$ cat src/rtl/branch_predictor_if.sv
// Bundles the fetch-side prediction port, the EX-side resolution port and the
// statistics outputs of the branch direction predictor.
// master = pipeline side, slave = predictor side.
interface branch_predictor_if #(
  parameter int unsigned STAT_WIDTH = 32
);
  // fetch side
  logic [63:0]           if_pc;
  logic                  if_valid;
  logic                  predict_taken;

  // pipeline control
  logic                  stall;
  logic                  flush;

  // EX-side resolution
  logic [63:0]           ex_pc;
  logic                  ex_is_branch;
  logic                  ex_taken;
  logic                  mispredict;
  logic                  ex_pred;

  // statistics
  logic [STAT_WIDTH-1:0] branch_count;
  logic [STAT_WIDTH-1:0] mispredict_count;

  modport master (
    output if_pc, if_valid, stall, flush, ex_pc, ex_is_branch, ex_taken,
    input  predict_taken, mispredict, ex_pred, branch_count, mispredict_count
  );

  modport slave (
    input  if_pc, if_valid, stall, flush, ex_pc, ex_is_branch, ex_taken,
    output predict_taken, mispredict, ex_pred, branch_count, mispredict_count
  );
endinterface

$ cat src/rtl/branch_predictor.sv
// Dynamic branch direction predictor: a table of 2-bit saturating counters
// indexed by pc[INDEX_BITS+1:2] predicts at IF; the prediction is carried
// through ID/EX and checked against the resolved direction in EX, where a
// disagreement raises a one-cycle mispredict and the counter is trained.
module branch_predictor #(
  parameter int unsigned INDEX_BITS = 4,
  parameter int unsigned STAT_WIDTH = 32
) (
  input logic              clk,
  input logic              reset,
  branch_predictor_if.slave bp
);

  localparam int unsigned ENTRIES = 1 << INDEX_BITS;

  typedef enum logic [1:0] {
    STRONG_NT = 2'b00,
    WEAK_NT   = 2'b01,
    WEAK_T    = 2'b10,
    STRONG_T  = 2'b11
  } ctr_e;

  logic [1:0]            table_q [ENTRIES];
  logic [1:0]            trained_ctr;
  logic [INDEX_BITS-1:0] if_idx;
  logic [INDEX_BITS-1:0] ex_idx;

  logic                  id_valid_q;
  logic                  id_pred_q;
  logic                  ex_valid_q;
  logic                  ex_pred_q;

  logic                  predict;
  logic                  resolve;
  logic                  mispredict;

  logic [STAT_WIDTH-1:0] branch_count_q;
  logic [STAT_WIDTH-1:0] mispredict_count_q;

  logic                  unused_pc_bits;

  // Table index extraction; the remaining PC bits do not select an entry.
  always_comb begin
    if_idx = bp.if_pc[INDEX_BITS+1:2];
    ex_idx = bp.ex_pc[INDEX_BITS+1:2];
  end

  assign unused_pc_bits = ^{bp.if_pc[63:INDEX_BITS+2], bp.if_pc[1:0],
                            bp.ex_pc[63:INDEX_BITS+2], bp.ex_pc[1:0]};

  // Combinational prediction (no bypass of a same-cycle update) and EX check.
  always_comb begin
    predict    = bp.if_valid & table_q[if_idx][1];
    resolve    = ex_valid_q & bp.ex_is_branch & ~bp.stall;
    mispredict = resolve & (ex_pred_q != bp.ex_taken);
  end

  // Saturating step of the counter addressed by the resolving branch.
  always_comb begin
    trained_ctr = table_q[ex_idx];
    if (bp.ex_taken) begin
      if (table_q[ex_idx] != STRONG_T) begin
        trained_ctr = table_q[ex_idx] + 2'd1;
      end
    end else begin
      if (table_q[ex_idx] != STRONG_NT) begin
        trained_ctr = table_q[ex_idx] - 2'd1;
      end
    end
  end

  // Counter table: reset to weak-NT, trained on every resolution.
  // Flush does not gate training; only stall does, through resolve.
  always_ff @(posedge clk) begin
    if (!reset) begin
      for (int unsigned i = 0; i < ENTRIES; i++) begin
        table_q[i] <= WEAK_NT;
      end
    end else if (resolve) begin
      table_q[ex_idx] <= trained_ctr;
    end
  end

  // ID/EX carry stages for {valid, pred}; killed by flush or mispredict.
  always_ff @(posedge clk) begin
    if (!reset) begin
      id_valid_q <= 1'b0;
      id_pred_q  <= 1'b0;
      ex_valid_q <= 1'b0;
      ex_pred_q  <= 1'b0;
    end else if (bp.flush || mispredict) begin
      id_valid_q <= 1'b0;
      id_pred_q  <= 1'b0;
      ex_valid_q <= 1'b0;
      ex_pred_q  <= 1'b0;
    end else if (!bp.stall) begin
      id_valid_q <= bp.if_valid;
      id_pred_q  <= predict;
      ex_valid_q <= id_valid_q;
      ex_pred_q  <= id_pred_q;
    end
  end

  // Saturating statistics counters.
  always_ff @(posedge clk) begin
    if (!reset) begin
      branch_count_q     <= '0;
      mispredict_count_q <= '0;
    end else begin
      if (resolve && (branch_count_q != '1)) begin
        branch_count_q <= branch_count_q + STAT_WIDTH'(1);
      end
      if (mispredict && (mispredict_count_q != '1)) begin
        mispredict_count_q <= mispredict_count_q + STAT_WIDTH'(1);
      end
    end
  end

  // Output drive.
  always_comb begin
    bp.predict_taken    = predict;
    bp.mispredict       = mispredict;
    bp.ex_pred          = ex_pred_q & ex_valid_q;
    bp.branch_count     = branch_count_q;
    bp.mispredict_count = mispredict_count_q;
  end

endmodule

$ cat src/flat_wrapper.sv
// flat-port wrapper written by rule: the top's interface ports become plain ports
module branch_predictor_flat 
#(
  parameter int unsigned INDEX_BITS = 4,
  parameter int unsigned STAT_WIDTH = 32
)
  (clk, reset, bp_if_pc, bp_if_valid, bp_stall, bp_flush, bp_ex_pc, bp_ex_is_branch, bp_ex_taken, bp_predict_taken, bp_mispredict, bp_ex_pred, bp_branch_count, bp_mispredict_count);
  branch_predictor_if #(.STAT_WIDTH(STAT_WIDTH)) bp_i ();
  input logic clk;
  input logic reset;
  input wire logic [$bits(bp_i.if_pc)-1:0] bp_if_pc;
  input wire logic [$bits(bp_i.if_valid)-1:0] bp_if_valid;
  input wire logic [$bits(bp_i.stall)-1:0] bp_stall;
  input wire logic [$bits(bp_i.flush)-1:0] bp_flush;
  input wire logic [$bits(bp_i.ex_pc)-1:0] bp_ex_pc;
  input wire logic [$bits(bp_i.ex_is_branch)-1:0] bp_ex_is_branch;
  input wire logic [$bits(bp_i.ex_taken)-1:0] bp_ex_taken;
  output wire logic [$bits(bp_i.predict_taken)-1:0] bp_predict_taken;
  output wire logic [$bits(bp_i.mispredict)-1:0] bp_mispredict;
  output wire logic [$bits(bp_i.ex_pred)-1:0] bp_ex_pred;
  output wire logic [$bits(bp_i.branch_count)-1:0] bp_branch_count;
  output wire logic [$bits(bp_i.mispredict_count)-1:0] bp_mispredict_count;
  assign bp_i.if_pc = bp_if_pc;
  assign bp_i.if_valid = bp_if_valid;
  assign bp_i.stall = bp_stall;
  assign bp_i.flush = bp_flush;
  assign bp_i.ex_pc = bp_ex_pc;
  assign bp_i.ex_is_branch = bp_ex_is_branch;
  assign bp_i.ex_taken = bp_ex_taken;
  assign bp_predict_taken = bp_i.predict_taken;
  assign bp_mispredict = bp_i.mispredict;
  assign bp_ex_pred = bp_i.ex_pred;
  assign bp_branch_count = bp_i.branch_count;
  assign bp_mispredict_count = bp_i.mispredict_count;
  branch_predictor #(.INDEX_BITS(INDEX_BITS), .STAT_WIDTH(STAT_WIDTH)) u_core (.clk(clk), .reset(reset), .bp(bp_i));
endmodule
$ cat config.mk
export PLATFORM = sky130hd
export DESIGN_NAME = branch_predictor_flat
export DESIGN_NICKNAME = d
export VERILOG_FILES = /design/src/rtl/branch_predictor_if.sv /design/src/rtl/branch_predictor.sv /design/src/flat_wrapper.sv
export SDC_FILE = /design/constraint.sdc
export NUM_CORES = 1
export LEC_CHECK = 0
export ABC_CLOCK_PERIOD_IN_PS = 2300
export CORE_MARGIN = 3
export CORE_UTILIZATION = 40
export CTS_BUF_LIST = sky130_fd_sc_hd__clkbuf_16
export DETAILED_ROUTE_END_ITERATION = 10
export GPL_TIMING_DRIVEN = 0
export MAX_ROUTING_LAYER = met4
export PLACE_DENSITY = 0.84
export SYNTH_ARGS = -nofsm -noshare
export SYNTH_HDL_FRONTEND = slang
export SYNTH_SLANG_ARGS = --single-unit
$ cat constraint.sdc
create_clock -name clk -period 2.3 [get_ports clk]
set_input_delay 0.345 -clock clk [delete_from_list [all_inputs] [get_ports clk]]
set_output_delay 0.345 -clock clk [all_outputs]
set_load 0.02 [all_outputs]
==> metrics, run 1 <==
run status=finished, final reports clean; post-synth top area share=0.2575; dominant cells by area after synthesis=dfxtp_1 (26%), edfxtp_1 (18%), nand2_1 (5.3%), mux4_2 (5.1%), a21oi_1 (4.4%); I/O Buffers=76; Die X=between 100 and 150 um; flop-to-flop setup slack=around 0.090 ns; Seq cells post-synth=100; pwr dens=~500 nW/um^2; Die Y-Extent=121.0 um; Finished Cell Area=~6700 sq um; final core utilization=0.5284; number of synthesized flops with an enable pin=32; Slew Limit Fails=0; Initial Utilization=0.4139; sequential cell area fraction in the yosys report=0.4393; Setup crit start=bp_ex_is_branch; row count=41; Residual DRC=0; Ant. Diodes=0; Sink Count=100; num ports=just over 200; Synth Flop Type=dfxtp_1; placed cell area=approximately 6300 sq um; yosys warns=0; H-tree depth=3; Slowest-stage cell, CP=clkdlybuf4s50_1; setup_tns=0 ns; Vias=roughly 4900; cell area after synthesis=around 5300 sq um; RePlAce Congestion=0.8307; Rel. slew slack=0.5671; Yosys cell types=53; final setup margin=approximately 0.08 ns; Cell Chain, Critical Path=clkdlybuf4s50_1 -> and3b_1 -> buf_2 -> nand2_1 -> nor3_2 -> nand3_1 -> nand2_1; pre-CTS setup slack=-0.7513 ns; Via-to-Cell Ratio=about 5.8; minimum clock period=2.220 ns; largest net degree at the start of global routing=17; total power=3.418 mW; First-pass DRT Iterations=5; layout cells sized above 1=0.1300; Synthesized Nets=711; final hold violations=0; core area=12770 sq um; most common cell after layout, fill and taps aside=nand2_1; LEAKAGE=2.111 nW; number of global-route vias before repair=between 4000 and 5000; Die Area=~15000 sq um; initial antenna violation count=0; first-pass GRT wire length=around 22 mm; maximum vdd drop=between 300 and 400 uV; CP Capture Type=flop; HP Class=primary input to flop; CP Capture Point=u_core.table_q[12][1]; Worst-path clk slew=0.06 ns; Final nets=810; R2R depth=6; Startpoint Class=primary input; most frequent cell on the critical path=nand2_1; multi-input logic area=2887 sq um; TritonCTS Buffers=9; endpoints failing setup=0; ANT nets after route=0; clock skew=0.008418 ns; FF-to-FF Start=u_core.table_q[2][1]; Final Non-Filler Cells=849; Worst EP arrival=2.28 ns; clk_lat worst skew=roughly 0.35 ns; grt ovf=0; Max Cap Viol=0; most frequent cells in the layout=nand2_1 (74), clkdlybuf4s50_1 (71), dfxtp_1 (66); RSZ-0062 raised after global routing=yes; Clock Tree Root=clkbuf_16; crit-path max FO=10; Syn Area/Cell=around 9 sq um; Final Cycle Share=0.9652; Max Root-Sink Buffers=2; register area=approximately 2300 sq um; Tot GR Track Use=0.1902; end of the worst register-to-register path=u_core.table_q[9][0]; Worst Path Required=2.36 ns; slowest stage delay, CP=0.52 ns; routed wire length per instance=16.12 um; leading area contributor after synthesis=dfxtp_1; CTS tree=done; f_max=approximately 450 MHz; fill count=1118; total wire length=13.69 mm; 1st-iter DRT viols=428; Layout area overhead=27.67%; hold depth=3; Syn Inst Count=574; placed cell count=822; Crit Path Class=primary input to flop; WHS=approximately 0.26 ns; Async S/R FF share, synth=0; cts hold-fix bufs=0; Detailed Place HPWL=9.618 mm; measured slew at the worst slew-check pin=0.6469 ns
==> cell usage after synthesis (3+ instances only) <==
cell and n:
nand2_1 74, buf_2 8, nand3_1 41, and4_1 11, clkbuf_1 21, dfxtp_1 68, and3_1 13, edfxtp_1 32
mux4_2 12, nor2b_1 4, o21ai_0 26, o31a_1 3, nand4_1 17, o21ai_1 3, o21a_1 3, a21oi_1 46
or3_1 24, nor3_1 12, o31ai_1 24, inv_1 12, nor4_1 8, nor2_1 24, mux2i_1 13, nand2b_1 8
buf_1 3, or4_1 23
==> sequential cells by signal (all words and copies together) (netlist names) <==
signal / flops
u_core.id_pred_q: 1
u_core.ex_pred_q: 1
u_core.table_q: 32
u_core.ex_valid_q: 1
u_core.id_valid_q: 1
u_core.bp.branch_count: 32
u_core.bp.mispredict_count: 32
==> final cells by class <==
cell class	count	area share
Buffer	32	0.02503
Clock buffer	9	0.03337
Clock inverter	6	0.005006
Inverter	12	0.006674
Multi-Input combinational cell	429	0.4277
Sequential cell	100	0.3452
Tap cell	172	0.03189
Timing Repair Buffer	89	0.1251
==> critical path, delay by kind of cell <==
kind,cells,cell delay (ns)
AND/OR/NAND/NOR,5,1.18
buffers and inverters,2,0.75
==> layer usage <==
| layer | vias to the layer above | wire length (um) | track usage |
|---|---|---|---|
| met3 | 18 | 767 | 0.02471 |
| met2 | 167 | 6281 | 0.2841 |
| li1 | 2396 | - | - |
| met5 | - | 0 | - |
| met1 | 2349 | 6367 | 0.2632 |
| met4 | 0 | 272 | 0.07649 |
==> report_power, final <==
group	switching [mW]	internal, mW	total (mW)
registers	0.00628	1.83	1.83
clock network	0.666	0.721	1.39
logic	0.124	0.0756	0.199
total	0.796	2.62	3.42
==> worst min-delay path by stage <==
stage	from	end	slack, ns
detailed placement	u_core.id_pred_q	u_core.id_pred_q	0.46
floorplan	u_core.id_pred_q	u_core.id_pred_q	0.44
CTS	bp_stall	u_core.id_pred_q	0.25
global placement	u_core.id_pred_q	u_core.id_pred_q	0.46
finish	bp_stall	u_core.id_pred_q	0.26
global route	bp_stall	u_core.id_pred_q	0.27
==> repair_timing <==
item | 4_1_cts | 5_1_grt
gates cloned | 2 | 0
setup endpoints to repair | 92 | 79
resized for setup | 25 | 27
setup buffers | 6 | 6
pin swaps | 7 | 8
==> cells by family (layout without fill, tap and decap cells) <==
family,Yosys count,count (layout),synth area share
AOI/OAI and AO/OA,118,119,0.1370
xor gates and xnor gates,4,4,0.006628
adders and majority gates,4,4,0.008520
buffers and inverters,46,148,0.03740
DFF,100,100,0.4393
muxes,26,26,0.07787
and+or+nand+nor,276,276,0.2933
No activity file was read; power rests on OpenSTA's default activity.
==> run 2, diff against run 1 <==
--- a/config.mk
+++ b/config.mk
@@ -7,12 +7,13 @@
 export LEC_CHECK = 0
 export ABC_CLOCK_PERIOD_IN_PS = 2300
 export CORE_MARGIN = 3
-export CORE_UTILIZATION = 40
+export CORE_UTILIZATION = 42
 export CTS_BUF_LIST = sky130_fd_sc_hd__clkbuf_16
 export DETAILED_ROUTE_END_ITERATION = 10
+export DONT_BUFFER_PORTS = 1
 export GPL_TIMING_DRIVEN = 0
 export MAX_ROUTING_LAYER = met4
-export PLACE_DENSITY = 0.84
+export PLACE_DENSITY = 0.66
 export SYNTH_ARGS = -nofsm -noshare
 export SYNTH_HDL_FRONTEND = slang
 export SYNTH_SLANG_ARGS = --single-unit
==> run 2 against run 1 <==
Effect of this change:
- the flow now finishes with violations (setup timing)
- wire length is 4.0% higher
- non-clock buffer count fell by 69
- core utilization shrank 2.1 points
- fmax decreased by 3.5%
- die area down 4.5%
- worst setup slack worse by 0.080 ns
- power increased by 4.3%
- worst hold slack got worse by 0.11 ns
- final area is 8.5% lower
- first-iteration DRC count decreased by 16%
- clock power rose by 12%
==> metrics, run 2 (same netlist as run 1, synthesis figures left out) <==
run status=finished, violations left; failing checks=setup timing; placed cell count=~740; LEAKAGE=approximately 1.9 nW; Initial Utilization=0.4347; Die X=118.2 um; most frequent cells in the layout=nand2_1 (74), a21oi_1 (44), nand3_1 (38); row count=40; Final Cycle Share=1.000; measured slew at the worst slew-check pin=~0.64 ns; setup_tns=-0.00005329 ns; core area=12160 sq um; hold depth=2; Final Non-Filler Cells=slightly below 800; maximum vdd drop=around 330 uV; Tot GR Track Use=0.2054; most common cell after layout, fill and taps aside=nand2_1; Rel. slew slack=0.5720; Residual DRC=0; Die Y-Extent=between 100 and 150 um; I/O Buffers=0; final core utilization=0.5075; Worst-path clk slew=approximately 0.070 ns; minimum clock period=2.300 ns; ANT nets after route=0; Ant. Diodes=0; Max Root-Sink Buffers=2; Slew Limit Fails=0; Finished Cell Area=6172 sq um; total wire length=14.23 mm; Slowest-stage cell, CP=or4_4; H-tree depth=3; routed wire length per instance=roughly 18 um; layout cells sized above 1=0.2122; Via-to-Cell Ratio=between 6 and 7; Cell Chain, Critical Path=ha_4 -> nand4_1 -> or4_4 -> a211o_4 -> or4_1 -> a21oi_1; Crit Path Class=flop to flop; Crit path depth=6; R2R depth=6; TritonCTS Buffers=9; initial antenna violation count=0; Clock power frac=0.436; combinational share of power=0.052; first-pass GRT wire length=22.71 mm; WHS=0.1447 ns; Max Cap Viol=0; HP Class=primary input to flop; pre-CTS setup slack=-0.3651 ns; Die Area=13970 sq um; crit-path max FO=6; slowest stage delay, CP=0.59 ns; NetSw=roughly 0.78 mW; Layout area overhead=16.76%; pwr dens=577.4 nW/um^2; Final nets=740; Worst path top cell family by delay=simple AND/OR/NAND/NOR gates; f_max=~430 MHz; Worst EP arrival=2.57 ns; Worst Path Required=2.57 ns; clk_lat worst skew=roughly 0.35 ns; placed cell area=5510 sq um; number of global-route vias before repair=4632; CTS tree=done; CP Capture Type=flop; Seq pwr share=0.512; final setup margin=-0.00005329 ns; Sink Count=100; Int Power=2.785 mW; largest net degree at the start of global routing=17; RSZ-0062 raised after global routing=yes; fill count=1143; final hold violations=0; RePlAce Congestion=0.8349; WP buf/inv=0; 1st-iter DRT viols=360; total power=3.564 mW; Sw Share=0.2184; endpoints failing setup=1; cts hold-fix bufs=0; num ports=202; clock skew=between 0.01 and 0.015 ns; Detailed Place HPWL=9.828 mm; grt ovf=0; First-pass DRT Iterations=5; Startpoint Class=flop; Vias=4758; Clock Tree Root=clkbuf_16
## run 2: layout make-up
type,instances,area (sq um),area share
sequential,100,2382,0.3860
clock inverter,6,55.05,0.008920
clock buffer,10,250.2,0.04054
inverter,12,45.04,0.007298
buffer,31,162.7,0.02635
multi-input combinational,428,2900,0.4699
tap,168,210.2,0.03406
timing repair buffer,21,166.4,0.02696
## run 2: metal layers
metal	up-vias	GRT usage	wire length [um]
met4	0	0.07473	215
met2	158	0.3223	6878
li1	2252	-	-
met3	22	0.06651	1314
met1	2326	0.2489	5822
met5	-	-	0
## run 2: power by group through the flow
stage / Combinational (mW) / Clock, mW / Sequential [mW]
2_1_floorplan: 0.129 / 0 / 1.87
3_3_place_gp: 0.170 / 0 / 1.87
3_5_place_dp: 0.172 / 0 / 1.87
4_1_cts: 0.175 / 1.59 / 1.83
5_1_grt: 0.203 / 1.66 / 1.83
6_report: 0.185 / 1.55 / 1.83
## run 2: path summary, 6_finish.rpt
kind,from,endpoint,slack (ns)
hold reg to reg,u_core.id_pred_q,u_core.id_pred_q,0.47
setup / recovery,u_core.bp.branch_count[1],u_core.bp.branch_count[30],-0.00005
setup reg to reg,u_core.bp.branch_count[1],u_core.bp.branch_count[30],-0.00005
hold / removal,bp_if_valid,u_core.id_valid_q,0.14
## run 2: timing repair
| action | 4_1_cts | 5_1_grt |
|---|---|---|
| hold endpoints to repair | 0 | 0 |
| gates resized for setup | 39 | 46 |
| cloned | 0 | 1 |
| setup endpoints to repair | 95 | 95 |
| pin swaps | 13 | 10 |
| setup buffers | 9 | 11 |
